[config.mk]
export PLATFORM = sky130hd
export DESIGN_NAME = pattern_timer_gen
export DESIGN_NICKNAME = d
export VERILOG_FILES = /design/src/rtl/pattern_timer_gen.sv
export SDC_FILE = /design/constraint.sdc
export NUM_CORES = 1
export LEC_CHECK = 0
export BUFFER_PORTS_ARGS = -buffer_cell sky130_fd_sc_hd__buf_2
export CORE_MARGIN = 2
export CORE_UTILIZATION = 30
export CTS_CLUSTER_DIAMETER = 30
export CTS_CLUSTER_SIZE = 10
export DETAILED_ROUTE_END_ITERATION = 10
export GPL_TIMING_DRIVEN = 0
export PLACE_DENSITY = 0.55
export SLEW_MARGIN = 20
export SYNTH_ARGS = -nofsm -noshare
export SYNTH_HDL_FRONTEND = slang
export SYNTH_SLANG_ARGS = --single-unit
[constraint.sdc]
create_clock -name clk -period 2.9 [get_ports clk]
set_clock_uncertainty 0.05 [all_clocks]
set_input_delay 0.29 -clock clk [delete_from_list [all_inputs] [get_ports clk]]
set_output_delay 0.29 -clock clk [all_outputs]
set_load 0.03 [all_outputs]
[src/rtl/pattern_timer_gen.sv]
// pattern_timer_gen: serial start-pattern detector followed by a delay-field
// shifter and a unit-scaled countdown timer that raises done until acked.
// Optional build macro: PATTERN_TIMER_ABORT_EN adds an abort input that
// cancels a pending SHIFT or COUNT and returns the block to SEARCH.
module pattern_timer_gen #(
  parameter int                 PAT_LEN     = 4,
  parameter logic [PAT_LEN-1:0] PATTERN     = 4'b1101,
  parameter int                 DLY_W       = 4,
  parameter int                 UNIT_CYCLES = 1000
) (
  input  logic             clk,
  input  logic             reset_n,
  input  logic             data,
  input  logic             ack,
`ifdef PATTERN_TIMER_ABORT_EN
  input  logic             abort,
`endif
  output logic             shift_ena,
  output logic             counting,
  output logic             done,
  output logic [DLY_W-1:0] remaining
);

  // The match window is the stored PAT_LEN-1 previous bits plus the live
  // data bit, so only PAT_LEN-1 bits need to be registered.
  localparam int HIST_W = (PAT_LEN > 1) ? PAT_LEN - 1 : 1;
  localparam int BIT_W  = (DLY_W > 1) ? $clog2(DLY_W) : 1;
  localparam int UNIT_W = (UNIT_CYCLES > 1) ? $clog2(UNIT_CYCLES) : 1;

  // Three-bit encoding leaves spare codes; any of them falls back to SEARCH.
  localparam logic [2:0] ST_SEARCH = 3'd0;
  localparam logic [2:0] ST_SHIFT  = 3'd1;
  localparam logic [2:0] ST_COUNT  = 3'd2;
  localparam logic [2:0] ST_DONE   = 3'd3;

  logic [2:0]         state_reg, state_next;
  logic [HIST_W-1:0]  hist_reg, hist_next;
  logic [DLY_W-1:0]   dly_reg, dly_next;     // delay field, then units left
  logic [BIT_W-1:0]   bit_cnt_reg, bit_cnt_next;
  logic [UNIT_W-1:0]  unit_cnt_reg, unit_cnt_next;

  logic [PAT_LEN-1:0] window;
  logic [DLY_W-1:0]   dly_shift;
  logic               unit_end;
  logic               abort_w;

`ifdef PATTERN_TIMER_ABORT_EN
  assign abort_w = abort;
`else
  assign abort_w = 1'b0;
`endif

  // Candidate pattern window: newest bit in the LSB, oldest in the MSB.
  assign window[0] = data;
  generate
    for (genvar gi = 1; gi < PAT_LEN; gi++) begin : g_window
      assign window[gi] = hist_reg[gi-1];
    end
  endgenerate

  // Delay field is received MSB first, so shift towards the MSB.
  assign dly_shift[0] = data;
  generate
    for (genvar gi = 1; gi < DLY_W; gi++) begin : g_dly_shift
      assign dly_shift[gi] = dly_reg[gi-1];
    end
  endgenerate

  // With one cycle per unit the sub-unit counter is not needed at all.
  generate
    if (UNIT_CYCLES == 1) begin : g_unit_bypass
      assign unit_end = 1'b1;
    end else begin : g_unit_count
      assign unit_end = (unit_cnt_reg == UNIT_W'(UNIT_CYCLES - 1));
    end
  endgenerate

  // Next-state logic: history is only non-zero while in SEARCH, so every
  // return to SEARCH starts with a clean window.
  always_comb begin
    state_next    = state_reg;
    hist_next     = hist_reg;
    dly_next      = dly_reg;
    bit_cnt_next  = bit_cnt_reg;
    unit_cnt_next = unit_cnt_reg;
    case (state_reg)
      ST_SEARCH: begin
        if (window == PATTERN) begin
          state_next   = ST_SHIFT;
          hist_next    = '0;
          dly_next     = '0;
          bit_cnt_next = '0;
        end else begin
          hist_next = window[HIST_W-1:0];
        end
      end
      ST_SHIFT: begin
        if (abort_w) begin
          state_next = ST_SEARCH;
          hist_next  = '0;
        end else begin
          dly_next     = dly_shift;
          bit_cnt_next = bit_cnt_reg + 1'b1;
          if (bit_cnt_reg == BIT_W'(DLY_W - 1)) begin
            state_next    = ST_COUNT;
            unit_cnt_next = '0;
          end
        end
      end
      ST_COUNT: begin
        if (abort_w) begin
          state_next = ST_SEARCH;
          hist_next  = '0;
        end else if (unit_end) begin
          unit_cnt_next = '0;
          if (dly_reg == '0) begin
            state_next = ST_DONE;
          end else begin
            dly_next = dly_reg - 1'b1;
          end
        end else begin
          unit_cnt_next = unit_cnt_reg + 1'b1;
        end
      end
      ST_DONE: begin
        if (ack) begin
          state_next = ST_SEARCH;
          hist_next  = '0;
          dly_next   = '0;
        end
      end
      default: begin
        state_next    = ST_SEARCH;
        hist_next     = '0;
        dly_next      = '0;
        bit_cnt_next  = '0;
        unit_cnt_next = '0;
      end
    endcase
  end

  // State registers with synchronous active-low reset.
  always_ff @(posedge clk) begin
    if (!reset_n) begin
      state_reg    <= ST_SEARCH;
      hist_reg     <= '0;
      dly_reg      <= '0;
      bit_cnt_reg  <= '0;
      unit_cnt_reg <= '0;
    end else begin
      state_reg    <= state_next;
      hist_reg     <= hist_next;
      dly_reg      <= dly_next;
      bit_cnt_reg  <= bit_cnt_next;
      unit_cnt_reg <= unit_cnt_next;
    end
  end

  // Moore outputs decoded from the registered state only.
  assign shift_ena = (state_reg == ST_SHIFT);
  assign counting  = (state_reg == ST_COUNT);
  assign done      = (state_reg == ST_DONE);
  assign remaining = (state_reg == ST_COUNT) ? dly_reg : '0;

endmodule
==> impl_summary.txt, run 1 <==
----------------------------------------------------
[Placed design]
  Cell area reported after detailed placement ... 0.001266 mm²
  Final weighted congestion in routability-driven placement ... 0.8046
  Number of cells in the design after placement ... 199
  Total of buffers placed on input and output ports ... 9
  Hpwl dp ... 1793 µm

[Yosys]
  Proportion of netlist area held by the largest area contributor ... 36.21%
  Number of distinct library cells after synthesis ... 32
  Yosys warning total ... 0
  Simple-gate share of the synthesized area ... 28.13%
  Post-synthesis sequential area ratio ... 36.21%
  Compound-gate portion of the synthesized area ... 13.47%
  Dominant cell type by area after synthesis ... sky130_fd_sc_hd__dfxtp_1
  Cell count after synthesis ... 142
  Number of enable-type register cells in the synthesized netlist ... 0
  Cells taking the most area after synthesis ... sky130_fd_sc_hd__dfxtp_1, sky130_fd_sc_hd__ha_1, sky130_fd_sc_hd__nand2_1, sky130_fd_sc_hd__mux2i_1, sky130_fd_sc_hd__o21ai_0
  Adder and majority cell fraction of the synthesized area ... 8.621%
  Summed instance area of the synthesized netlist ... 0.001161 mm²
  Syn avg cell area ... 8.177 µm²
  Number of nets produced by synthesis ... 154
  Dominant combinational cell family by area after synthesis ... simple AND/OR/NAND/NOR gates
  Multiplexer fraction of the synthesized cell area ... 5.172%
  Synth top cells by count ... sky130_fd_sc_hd__dfxtp_1, sky130_fd_sc_hd__nand2_1, sky130_fd_sc_hd__o21ai_0
  Async set or reset register ratio after synthesis ... 0%
  Most frequently used cell type in the post-synthesis netlist ... sky130_fd_sc_hd__dfxtp_1
  Xor/xnor cell area share of the yosys netlist ... 4.526%
  Flip-flop and latch count after synthesis ... 21
  Most common flop cell mapped by yosys ... sky130_fd_sc_hd__dfxtp_1

[Power]
  Clock network fraction of total power ... 28.8%
  Relative contribution of sequential cells to total power ... 47.4%
  Highest ir drop seen on vdd ... 0.0001784 V
  Power per standard cell area ... 506.6 mW/mm²
  Internal portion of total power ... 454.6 µW
  Switching share of total power ... 31.64%
  Leakage power ... 0.0004981 µW
  Power share of the combinational group ... 23.8%
  Sw power ... 210.4 µW

[Final layout]
  Final instance area ... 0.001313 mm²
  Fraction of layout cells with a size suffix above 1 ... 9.677%
  Flip-flop count of the largest register, all copies and words added ... 10
  Non-filler instance count after layout ... 203
  Count of nets after finishing ... 168
  N_diodes ... 0
  Signed area change from the synthesized netlist to the final layout ... 13.04%

[GRT]
  Remaining global-route overflow ... 0
  Number of antenna violations at the first check in global routing ... 0
  Wire length of the first global-routing pass ... 4264 µm
  Maximum number of pins on one net before global-route repair ... 13
  Number of global-route vias before repair ... 1007
  Total global-route track usage ... 12.49%

[Die]
  Starting density of the core ... 31.48%
  Core outline area ... 0.003689 mm²
  Vert. Die Dim ... 66.21 µm
  Total die area ... 0.004384 mm²
  Chip Width ... 66.21 µm
  Number of primary I/O pins ... 11
  Rows ... 22

[Timing]
  Headroom to the max-slew limit ... 52.80%
  Final clock period utilization by the worst path ... 78.39%
  Tightest Pin Transition ... 0.7033 ns
  Setup repair after global routing missed its margin ... false
  Final min period ... 2.273 ns
  Smallest hold slack ... 0.2805 ns
  Number of slew-limit violations in the final report ... 0
  Setup Viol. Count Final ... 0
  Setup TNS after final layout ... 0 ns
  Number of endpoints with negative hold slack in the final report ... 0
  Fmax ... 439.9 MHz

[Detailed routing]
  Routed length per placed instance ... 11.98 µm
  Drt first-iter violations ... 40
  Total wire length ... 2432 µm
  Avg Vias per Cell ... 4.975
  Count of nets left with antenna violations after detail routing ... 0
  Routed vias ... 1010
  Number of optimization iterations in the first detailed-route pass ... 4
  Number of remaining DRC errors ... 0

[Setup path]
  Number of cells on the worst reg-to-reg path ... 6
  Maximum fanout along the worst path ... 10
  Worst endpoint required time ... 2.98 ns
  Reg-to-reg critical path startpoint ... state_reg[1]
  Arr. time, crit path ... 2.35 ns
  Setup crit end kind ... register
  Worst setup SP type ... register
  FF-to-FF End ... unit_cnt_reg[0]
  Worst Setup Path Type ... reg2reg
  Setup slack on the worst flop-to-flop path ... 0.63 ns

[Clock tree]
  Clock sink count ... 21
  Number of clock buffers inserted by TritonCTS ... 3
  Clock latency of the later-clocked register in the worst-skew pair ... 0.26 ns
  Post-CTS setup repair buffer count ... 0
  Clock tree from TritonCTS ... built
  CTS H-tree lvls ... 1
  Clock transition time at the flip-flop clock pins of the worst setup and hold paths ... 0.08 ns
  Hold Buf Count CTS ... 0
  Post-cts gate resize count ... 0
  Root buffer selected by CTS ... sky130_fd_sc_hd__clkbuf_8
  Buffer depth of the longest clock path ... 2

[Flow run]
  Number of violations of the max-capacitance limit ... 0

[Min path]
  Worst Hold Path Cells ... 3
  Min-delay worst type ... in2reg
  End of the worst hold path ... hist_reg[0]
  Hold path startpoint ... data

[Outcome]
  Run status ... finished clean

----------------------------------------------------
critical path, stage by stage (launching register included):
cell and delay [ns]:
sky130_fd_sc_hd__dfxtp_1 0.38, sky130_fd_sc_hd__inv_1 0.08, sky130_fd_sc_hd__ha_1 0.34, sky130_fd_sc_hd__clkbuf_1 0.39, sky130_fd_sc_hd__nand2_1 0.18, sky130_fd_sc_hd__o21ai_1 0.60
sky130_fd_sc_hd__nor2_1 0.11
power groups by stage:
stage	clock, µW	sequential, µW	combinational [µW]
4_1_cts	195	315	158
6_report	192	315	158
3_3_place_gp	0	320	154
5_1_grt	211	318	174
2_1_floorplan	0	319	121
3_5_place_dp	0	322	156
through the flow:
| stage | setup WS [ns] | utilization, % | power, µW |
|---|---|---|---|
| after floorplan | 0.9442 | - | 440.2 |
| after global placement | 0.7095 | 34.33 | 474.4 |
| after detailed placement | 0.6271 | 34.33 | 478.3 |
| after CTS | 0.6481 | 35.58 | 667.0 |
| after global routing | 0.3850 | 35.58 | 703.2 |
| final | 0.6268 | 35.58 | 665.0 |
cell usage in the layout (no fill, tap or decap), types with 2 or more instances in the layout:
cell type,n
sky130_fd_sc_hd__a21boi_0,5
sky130_fd_sc_hd__a21oi_1,5
sky130_fd_sc_hd__and2_1,5
sky130_fd_sc_hd__buf_2,9
sky130_fd_sc_hd__clkbuf_1,5
sky130_fd_sc_hd__clkbuf_8,3
sky130_fd_sc_hd__dfxtp_1,21
sky130_fd_sc_hd__ha_1,8
sky130_fd_sc_hd__inv_1,6
sky130_fd_sc_hd__mux2i_1,6
sky130_fd_sc_hd__nand2_1,17
sky130_fd_sc_hd__nand2b_1,3
sky130_fd_sc_hd__nand3_1,10
sky130_fd_sc_hd__nand3b_1,2
sky130_fd_sc_hd__nand4_1,5
sky130_fd_sc_hd__nor2_1,8
sky130_fd_sc_hd__o21ai_0,11
sky130_fd_sc_hd__or3_1,4
sky130_fd_sc_hd__or4_1,2
sky130_fd_sc_hd__xnor2_1,2
sky130_fd_sc_hd__xor2_1,4
worst max path at each step:
stage          slack, ns          from              end
6_report            0.63  state_reg[1]  unit_cnt_reg[0]
5_1_grt             0.39  state_reg[1]  unit_cnt_reg[0]
4_1_cts             0.65  state_reg[1]  unit_cnt_reg[0]
3_5_place_dp        0.63  state_reg[0]  unit_cnt_reg[0]
3_3_place_gp        0.71  state_reg[0]  unit_cnt_reg[0]
2_1_floorplan       0.94  state_reg[1]     state_reg[0]
logic make-up after synthesis:
group / after synthesis
AND/OR/NAND/NOR: 63
AO/OA/AOI/OAI: 26
flip-flops: 21
buffers and inverters: 12
adder cells (fa/ha/maj): 8
XOR/XNOR: 6
multiplexers: 6
metal layers:
layer | global-route usage [%] | vias to the layer above | part of all wire [%]
met5 | 0 | - | 0
met4 | 5.612 | 0 | 1.6
met3 | 2.215 | 5 | 4.6
met2 | 21.38 | 22 | 47
met1 | 15.08 | 464 | 47
li1 | - | 519 | -
area by class of cell:
| type | instances | area [µm²] |
|---|---|---|
| plain buffers | 5 | 18.77 |
| clock buffers | 3 | 41.29 |
| clock inverters | 1 | 5.005 |
| fillers | 394 | 2376 |
| inverters | 7 | 26.28 |
| multi-input cells | 109 | 695.7 |
| flip-flops and latches | 21 | 420.4 |
| well taps | 48 | 60.06 |
| repair buffers | 9 | 45.04 |
(Power assumes the default switching activity.)
==> run 2: changes to the inputs <==
==> constraint.sdc (replaced) <==
create_clock -name clk -period 2.23 [get_ports clk]
set_clock_uncertainty 0.05 [all_clocks]
set_input_delay 0.223 -clock clk [delete_from_list [all_inputs] [get_ports clk]]
set_output_delay 0.223 -clock clk [all_outputs]
set_load 0.03 [all_outputs]
==> impl_summary.txt, run 2 (synthesis results as in run 1) <==
----------------------------------------------------
[Clock tree]
  CTS H-tree lvls ... 1 (unchanged)
  Clock transition time at the flip-flop clock pins of the worst setup and hold paths ... 0.07 ns (about the same)
  Number of clock buffers inserted by TritonCTS ... 3 (unchanged)
  Root buffer selected by CTS ... sky130_fd_sc_hd__clkbuf_8
  Clock sink count ... 21 (unchanged)
  Clock latency of the later-clocked register in the worst-skew pair ... 0.26 ns (about the same)
  Post-CTS setup repair buffer count ... 0 (unchanged)
  Buffer depth of the longest clock path ... 2 (unchanged)
  Clock tree from TritonCTS ... built

[Setup path]
  Setup crit end kind ... register
  Crit-path cells ... ha_1, inv_2, o41a_1, or4_1, clkbuf_1, mux2i_1
  Maximum fanout along the worst path ... 4 (-6)
  Delay contributed by the slowest stage of the critical path ... 0.49 ns (-0.11 ns)
  Count of buffer and inverter cells on the critical path ... 2 (unchanged)
  Worst Setup Path Type ... reg2reg
  Arr. time, crit path ... 2.22 ns (-0.13 ns)
  Worst endpoint required time ... 2.32 ns (-0.66 ns)
  Critical path's top delay family ... simple AND/OR/NAND/NOR gates
  Worst setup SP type ... register
  Library cell contributing the largest single delay on the critical path ... sky130_fd_sc_hd__or4_1

[Placed design]
  Total of buffers placed on input and output ports ... 9 (unchanged)
  Final weighted congestion in routability-driven placement ... 0.8046 (unchanged)
  Cell area reported after detailed placement ... 0.001266 mm² (unchanged)
  Number of cells in the design after placement ... 199 (unchanged)
  Hpwl dp ... 1793 µm (unchanged)

[Timing]
  Number of endpoints with negative hold slack in the final report ... 0 (unchanged)
  Final clock period utilization by the worst path ... 95.38% (+17 points)
  Fmax ... 470.2 MHz (+6.9%)
  Setup Viol. Count Final ... 0 (unchanged)
  Setup repair after global routing missed its margin ... false
  Final min period ... 2.127 ns (-0.1463 ns)
  Number of slew-limit violations in the final report ... 0 (unchanged)
  Tightest Pin Transition ... 0.5450 ns (-0.1584 ns)
  Headroom to the max-slew limit ... 63.45% (+11 points)

[Final layout]
  Fraction of layout cells with a size suffix above 1 ... 10.39% (+0.71 points)
  N_diodes ... 0 (unchanged)
  Most common cell after layout, fill and taps aside ... sky130_fd_sc_hd__dfxtp_1
  Highest-count cells in the layout ignoring fill and taps ... sky130_fd_sc_hd__dfxtp_1, sky130_fd_sc_hd__nand2_1, sky130_fd_sc_hd__o21ai_0
  Signed area change from the synthesized netlist to the final layout ... 13.69%
  Non-filler instance count after layout ... 202 (-0.49%)
  Layout filler cell count ... 390 (-1.0%)
  Count of nets after finishing ... 167 (-0.60%)
  Final instance area ... 0.001320 mm² (+0.57%)
  Flip-flop count of the largest register, all copies and words added ... 10 (unchanged)

[Detailed routing]
  Total wire length ... 2450 µm (+0.74%)
  Drt first-iter violations ... 32 (-20%)
  Avg Vias per Cell ... 4.985 (+0.20%)
  Count of nets left with antenna violations after detail routing ... 0 (unchanged)
  Number of remaining DRC errors ... 0 (unchanged)
  Number of optimization iterations in the first detailed-route pass ... 4 (unchanged)
  Routed vias ... 1007 (-0.30%)
  Routed length per placed instance ... 12.13 µm (+1.2%)

[Power]
  Leakage power ... 0.0004991 µW (+0.20%)
  Switching share of total power ... 31.71% (+0.066 points)
  Power share of the combinational group ... 24.0% (+0.2 points)
  Internal portion of total power ... 591.7 µW (+30%)
  Power per standard cell area ... 656.3 mW/mm² (+30%)
  Sw power ... 274.7 µW (+31%)
  Clock network fraction of total power ... 28.7% (about the same)
  Highest ir drop seen on vdd ... 0.0002072 V (+16%)
  Relative contribution of sequential cells to total power ... 47.3% (about the same)

[Min path]
  Min-delay worst type ... in2reg

[GRT]
  Number of global-route vias before repair ... 1003 (-0.40%)
  Wire length of the first global-routing pass ... 4250 µm (-0.33%)
  Number of antenna violations at the first check in global routing ... 0 (unchanged)
  Remaining global-route overflow ... 0 (unchanged)
  Total global-route track usage ... 12.42% (-0.071 points)
  Maximum number of pins on one net before global-route repair ... 13 (unchanged)

[Outcome]
  Run status ... finished clean

[Die]
  Vert. Die Dim ... 66.21 µm (unchanged)
  Starting density of the core ... 31.48% (unchanged)
  Number of primary I/O pins ... 11 (unchanged)
  Rows ... 22 (unchanged)
  Total die area ... 0.004384 mm² (unchanged)
  Core outline area ... 0.003689 mm² (unchanged)
  Chip Width ... 66.21 µm (unchanged)

[Flow run]
  Number of violations of the max-capacitance limit ... 0 (unchanged)

----------------------------------------------------
## run 2: worst register-to-register path, cell delays in order, from the launching register on
cell and delay [ns]:
sky130_fd_sc_hd__dfxtp_1 0.36, sky130_fd_sc_hd__ha_1 0.24, sky130_fd_sc_hd__inv_2 0.04, sky130_fd_sc_hd__o41a_1 0.48, sky130_fd_sc_hd__or4_1 0.49, sky130_fd_sc_hd__clkbuf_1 0.20
sky130_fd_sc_hd__mux2i_1 0.15
## run 2: repair_timing
action | CTS | global route
hold buffers | 0 | 0
gates cloned | 0 | 0
resized for setup | 1 | 1
setup endpoints to repair | 6 | 6
## run 2: cell type report
type                    instances  area [µm²]  share of cell area, %
plain buffers                   4       15.01                  1.137
clock buffers                   3       41.29                  3.128
multi-input cells             109       706.9                  53.55
repair buffers                  9       45.04                  3.412
inverters                       7       26.28                  1.991
well taps                      48       60.06                  4.550
clock inverters                 1       5.005                 0.3791
flip-flops and latches         21       420.4                  31.85
## run 2: metal layers
| layer | track usage (%) | part of all wire [%] | vias up |
|---|---|---|---|
| met5 | 0 | 0 | - |
| met4 | 5.612 | 1.6 | 0 |
| met3 | 2.215 | 3.9 | 5 |
| met2 | 21.00 | 47 | 31 |
| met1 | 15.19 | 47 | 455 |
| li1 | - | - | 516 |
## run 2: final timing paths
check	startpoint	end	slack [ns]	depth (start not counted)
max reg2reg	unit_cnt_reg[0]	dly_reg[2]	0.10	6
max	unit_cnt_reg[0]	dly_reg[2]	0.10	6
min reg2reg	unit_cnt_reg[1]	unit_cnt_reg[1]	0.42	2
min	data	hist_reg[0]	0.21	3
## run 2: per-stage QoR
| stage | utilization (%) | TNS (ns) | total power (µW) | setup WS (ns) | hold slack [ns] |
|---|---|---|---|---|---|
| after floorplan | - | 0 | 572.4 | 0.2742 | 0.3314 |
| after global placement | 34.33 | 0 | 616.9 | 0.03952 | 0.4035 |
| after detailed placement | 34.33 | -0.2797 | 622.0 | -0.04293 | 0.4162 |
| after CTS | 35.69 | 0 | 869.2 | 0.1436 | 0.2142 |
| after global routing | 35.79 | 0 | 915.0 | 0.03803 | 0.2277 |
| final | 35.79 | 0 | 866.3 | 0.1031 | 0.2112 |
## run 2: power groups by stage
stage / sequential, µW / clock (µW) / combinational (µW)
6_report: 410 / 248 / 208
5_1_grt: 413 / 275 / 227
4_1_cts: 409 / 253 / 207
3_5_place_dp: 419 / 0 / 203
3_3_place_gp: 417 / 0 / 200
2_1_floorplan: 415 / 0 / 158
==> run 3: changes to the inputs <==
--- a/config.mk
+++ b/config.mk
@@ -5,6 +5,7 @@
 export SDC_FILE = /design/constraint.sdc
 export NUM_CORES = 1
 export LEC_CHECK = 0
+export ABC_AREA = 1
 export BUFFER_PORTS_ARGS = -buffer_cell sky130_fd_sc_hd__buf_2
 export CORE_MARGIN = 2
 export CORE_UTILIZATION = 30
==> impl_summary.txt, run 3 <==
----------------------------------------------------
[GRT]
  Remaining global-route overflow ... 0 (unchanged)
  Wire length of the first global-routing pass ... 4547 µm (+7.0%)
  Number of global-route vias before repair ... 1039 (+3.6%)
  Number of antenna violations at the first check in global routing ... 0 (unchanged)
  Total global-route track usage ... 11.46% (-0.96 points)
  Maximum number of pins on one net before global-route repair ... 13 (unchanged)

[Timing]
  Final clock period utilization by the worst path ... 75.55% (-20 points)
  Setup repair after global routing missed its margin ... false
  Headroom to the max-slew limit ... 81.15% (+18 points)
  Tightest Pin Transition ... 0.2816 ns (-0.2633 ns)
  Number of slew-limit violations in the final report ... 0 (unchanged)
  Final min period ... 1.685 ns (-0.4421 ns)
  Fmax ... 593.5 MHz (+26%)
  Post-layout worst setup margin ... 0.5451 ns (+0.4421 ns)
  Setup TNS after final layout ... 0 ns (unchanged)
  Setup Viol. Count Final ... 0 (unchanged)
  Number of endpoints with negative hold slack in the final report ... 0 (unchanged)

[Outcome]
  Run status ... finished clean

[Detailed routing]
  Number of remaining DRC errors ... 0 (unchanged)
  Routed vias ... 1124 (+12%)
  Count of nets left with antenna violations after detail routing ... 0 (unchanged)
  Total wire length ... 2551 µm (+4.1%)
  Routed length per placed instance ... 9.965 µm (-18%)
  Avg Vias per Cell ... 4.391 (-12%)
  Number of optimization iterations in the first detailed-route pass ... 4 (unchanged)
  Drt first-iter violations ... 35 (+9.4%)

[Yosys]
  Flip-flop and latch count after synthesis ... 21 (unchanged)
  Yosys warning total ... 0 (unchanged)
  Most common flop cell mapped by yosys ... sky130_fd_sc_hd__dfxtp_1
  Number of distinct library cells after synthesis ... 27 (-16%)
  Summed instance area of the synthesized netlist ... 0.001308 mm² (+13%)
  Cells taking the most area after synthesis ... sky130_fd_sc_hd__dfxtp_1, sky130_fd_sc_hd__nand2_1, sky130_fd_sc_hd__nor2_1, sky130_fd_sc_hd__inv_1, sky130_fd_sc_hd__ha_1
  Async set or reset register ratio after synthesis ... 0% (unchanged)
  Dominant cell type by area after synthesis ... sky130_fd_sc_hd__dfxtp_1
  Number of enable-type register cells in the synthesized netlist ... 0 (unchanged)
  Proportion of netlist area held by the largest area contributor ... 32.15% (-4.1 points)
  Post-synthesis sequential area ratio ... 32.15% (-4.1 points)
  Most frequently used cell type in the post-synthesis netlist ... sky130_fd_sc_hd__nand2_1
  Cell count after synthesis ... 190 (+34%)
  Synth top cells by count ... sky130_fd_sc_hd__nand2_1, sky130_fd_sc_hd__nor2_1, sky130_fd_sc_hd__inv_1
  Syn avg cell area ... 6.882 µm² (-16%)
  Number of nets produced by synthesis ... 202 (+31%)

[Setup path]
  Worst setup SP type ... register
  Setup slack on the worst flop-to-flop path ... 0.56 ns (+0.46 ns)
  Worst endpoint required time ... 1.96 ns (-0.36 ns)
  Maximum fanout along the worst path ... 10 (+6)
  Worst Setup Path Type ... reg2out
  Setup crit end kind ... output port
  Arr. time, crit path ... 1.41 ns (-0.81 ns)

[Clock tree]
  Clock tree from TritonCTS ... built
  Post-cts gate resize count ... 0 (-1)
  Number of clock buffers inserted by TritonCTS ... 3 (unchanged)
  Post-CTS setup repair buffer count ... 0 (unchanged)
  CTS H-tree lvls ... 1 (unchanged)
  Clock transition time at the flip-flop clock pins of the worst setup and hold paths ... 0.08 ns (about the same)
  Hold Buf Count CTS ... 0 (unchanged)
  Clock latency of the later-clocked register in the worst-skew pair ... 0.27 ns (about the same)
  Clock sink count ... 21 (unchanged)
  Buffer depth of the longest clock path ... 2 (unchanged)
  Root buffer selected by CTS ... sky130_fd_sc_hd__clkbuf_8

[Die]
  Chip Width ... 70.02 µm (+5.7%)
  Rows ... 24 (+9.1%)
  Core outline area ... 0.004264 mm² (+16%)
  Starting density of the core ... 30.66% (-0.82 points)
  Number of primary I/O pins ... 11 (unchanged)
  Total die area ... 0.004902 mm² (+12%)
  Vert. Die Dim ... 70.02 µm (+5.7%)

[Final layout]
  Flip-flop count of the largest register, all copies and words added ... 10 (unchanged)
  Signed area change from the synthesized netlist to the final layout ... 12.34%
  Highest-count cells in the layout ignoring fill and taps ... sky130_fd_sc_hd__nand2_1, sky130_fd_sc_hd__nor2_1, sky130_fd_sc_hd__inv_1
  Fraction of layout cells with a size suffix above 1 ... 19.12% (+8.7 points)
  Layout filler cell count ... 464 (+19%)
  Most common cell after layout, fill and taps aside ... sky130_fd_sc_hd__nand2_1
  N_diodes ... 0 (unchanged)
  Count of nets after finishing ... 217 (+30%)

[Placed design]
  Total of buffers placed on input and output ports ... 10 (+1)
  Hpwl dp ... 1979 µm (+10%)
  Worst setup timing slack at the placement stage ... 0.5738 ns (+0.6168 ns)
  Final weighted congestion in routability-driven placement ... 0.7943 (-1.3%)

[Min path]
  Min-delay worst type ... in2reg

[Power]
  Highest ir drop seen on vdd ... 0.0002991 V (+44%)
  Power per standard cell area ... 1066 mW/mm² (+62%)
  Leakage power ... 0.0006688 µW (+34%)

[Flow run]
  Number of violations of the max-capacitance limit ... 0 (unchanged)

----------------------------------------------------
-- run 3: cell types whose count changed in the layout (fill, tap and decap cells not counted), moves of 6 or more --
cell / change
sky130_fd_sc_hd__inv_1: +23
sky130_fd_sc_hd__mux2i_1: -6
sky130_fd_sc_hd__nand2_1: +19
sky130_fd_sc_hd__nor2_1: +23
sky130_fd_sc_hd__nor2_2: +6
-- run 3: critical path, cell delays in order, from the launching register on --
cell and delay [ns]:
sky130_fd_sc_hd__dfxtp_1 0.39, sky130_fd_sc_hd__inv_1 0.08, sky130_fd_sc_hd__ha_1 0.23, sky130_fd_sc_hd__buf_6 0.16, sky130_fd_sc_hd__nand2_1 0.08, sky130_fd_sc_hd__inv_1 0.04
sky130_fd_sc_hd__buf_2 0.16
-- run 3: metrics by stage --
stage / util [%] / cell area (µm²) / power [µW] / hold WS [ns] / std cells
after global placement: 33.36 / 1423 / 1319 / 0.4314 / 252
after CTS: 34.45 / 1469 / 1588 / 0.1755 / 256
after detailed placement: 33.36 / 1423 / 1322 / 0.4283 / 252
final: 34.45 / 1469 / 1567 / 0.1801 / 256
after floorplan: - / 1308 / 1161 / 0.3134 / 190
after global routing: 34.45 / 1469 / 1723 / 0.1936 / 256
-- run 3: cell type report --
cell class	count	area, µm²	area share (%)
Multi-Input combinational cell	135	745.7	50.77
Sequential cell	21	420.4	28.62
Inverter	32	122.6	8.348
Tap cell	52	65.06	4.429
Timing Repair Buffer	10	50.05	3.407
Clock buffer	3	41.29	2.811
Buffer	2	18.77	1.278
Clock inverter	1	5.005	0.3407
-- run 3: report_power, final --
part,switching (µW),leakage [µW],internal (µW)
clock network,133,0.0000255,125
logic,535,0.000472,271
registers,56.7,0.000171,446
total,724,0.000669,842
-- run 3: metal layers --
layer	wire length (µm)	up-vias	track usage [%]	part of all wire, %
li1	-	618	-	-
met1	1330	483	15.15	52
met2	1052	18	17.78	41
met3	109	5	2.165	4.3
met4	59	0	5.769	2.3
met5	0	-	0	0
-- run 3: worst paths after layout --
check / cells past startpoint / endpoint / start
min reg2reg: 2 / hist_reg[2] / hist_reg[1]
min: 3 / hist_reg[0] / data
max: 6 / remaining[3] / state_reg[0]
max reg2reg: 8 / unit_cnt_reg[8] / state_reg[0]
-- run 3: kinds of logic (layout without fill, tap and decap cells) --
kind of cell	after synthesis	in the layout	synth area share, %
simple gates	97	97	35.31
fa+ha+maj	8	8	7.656
xor+xnor	5	5	3.349
buf+inv	34	48	10.81
compound gates	25	25	10.72
flops	21	21	32.15
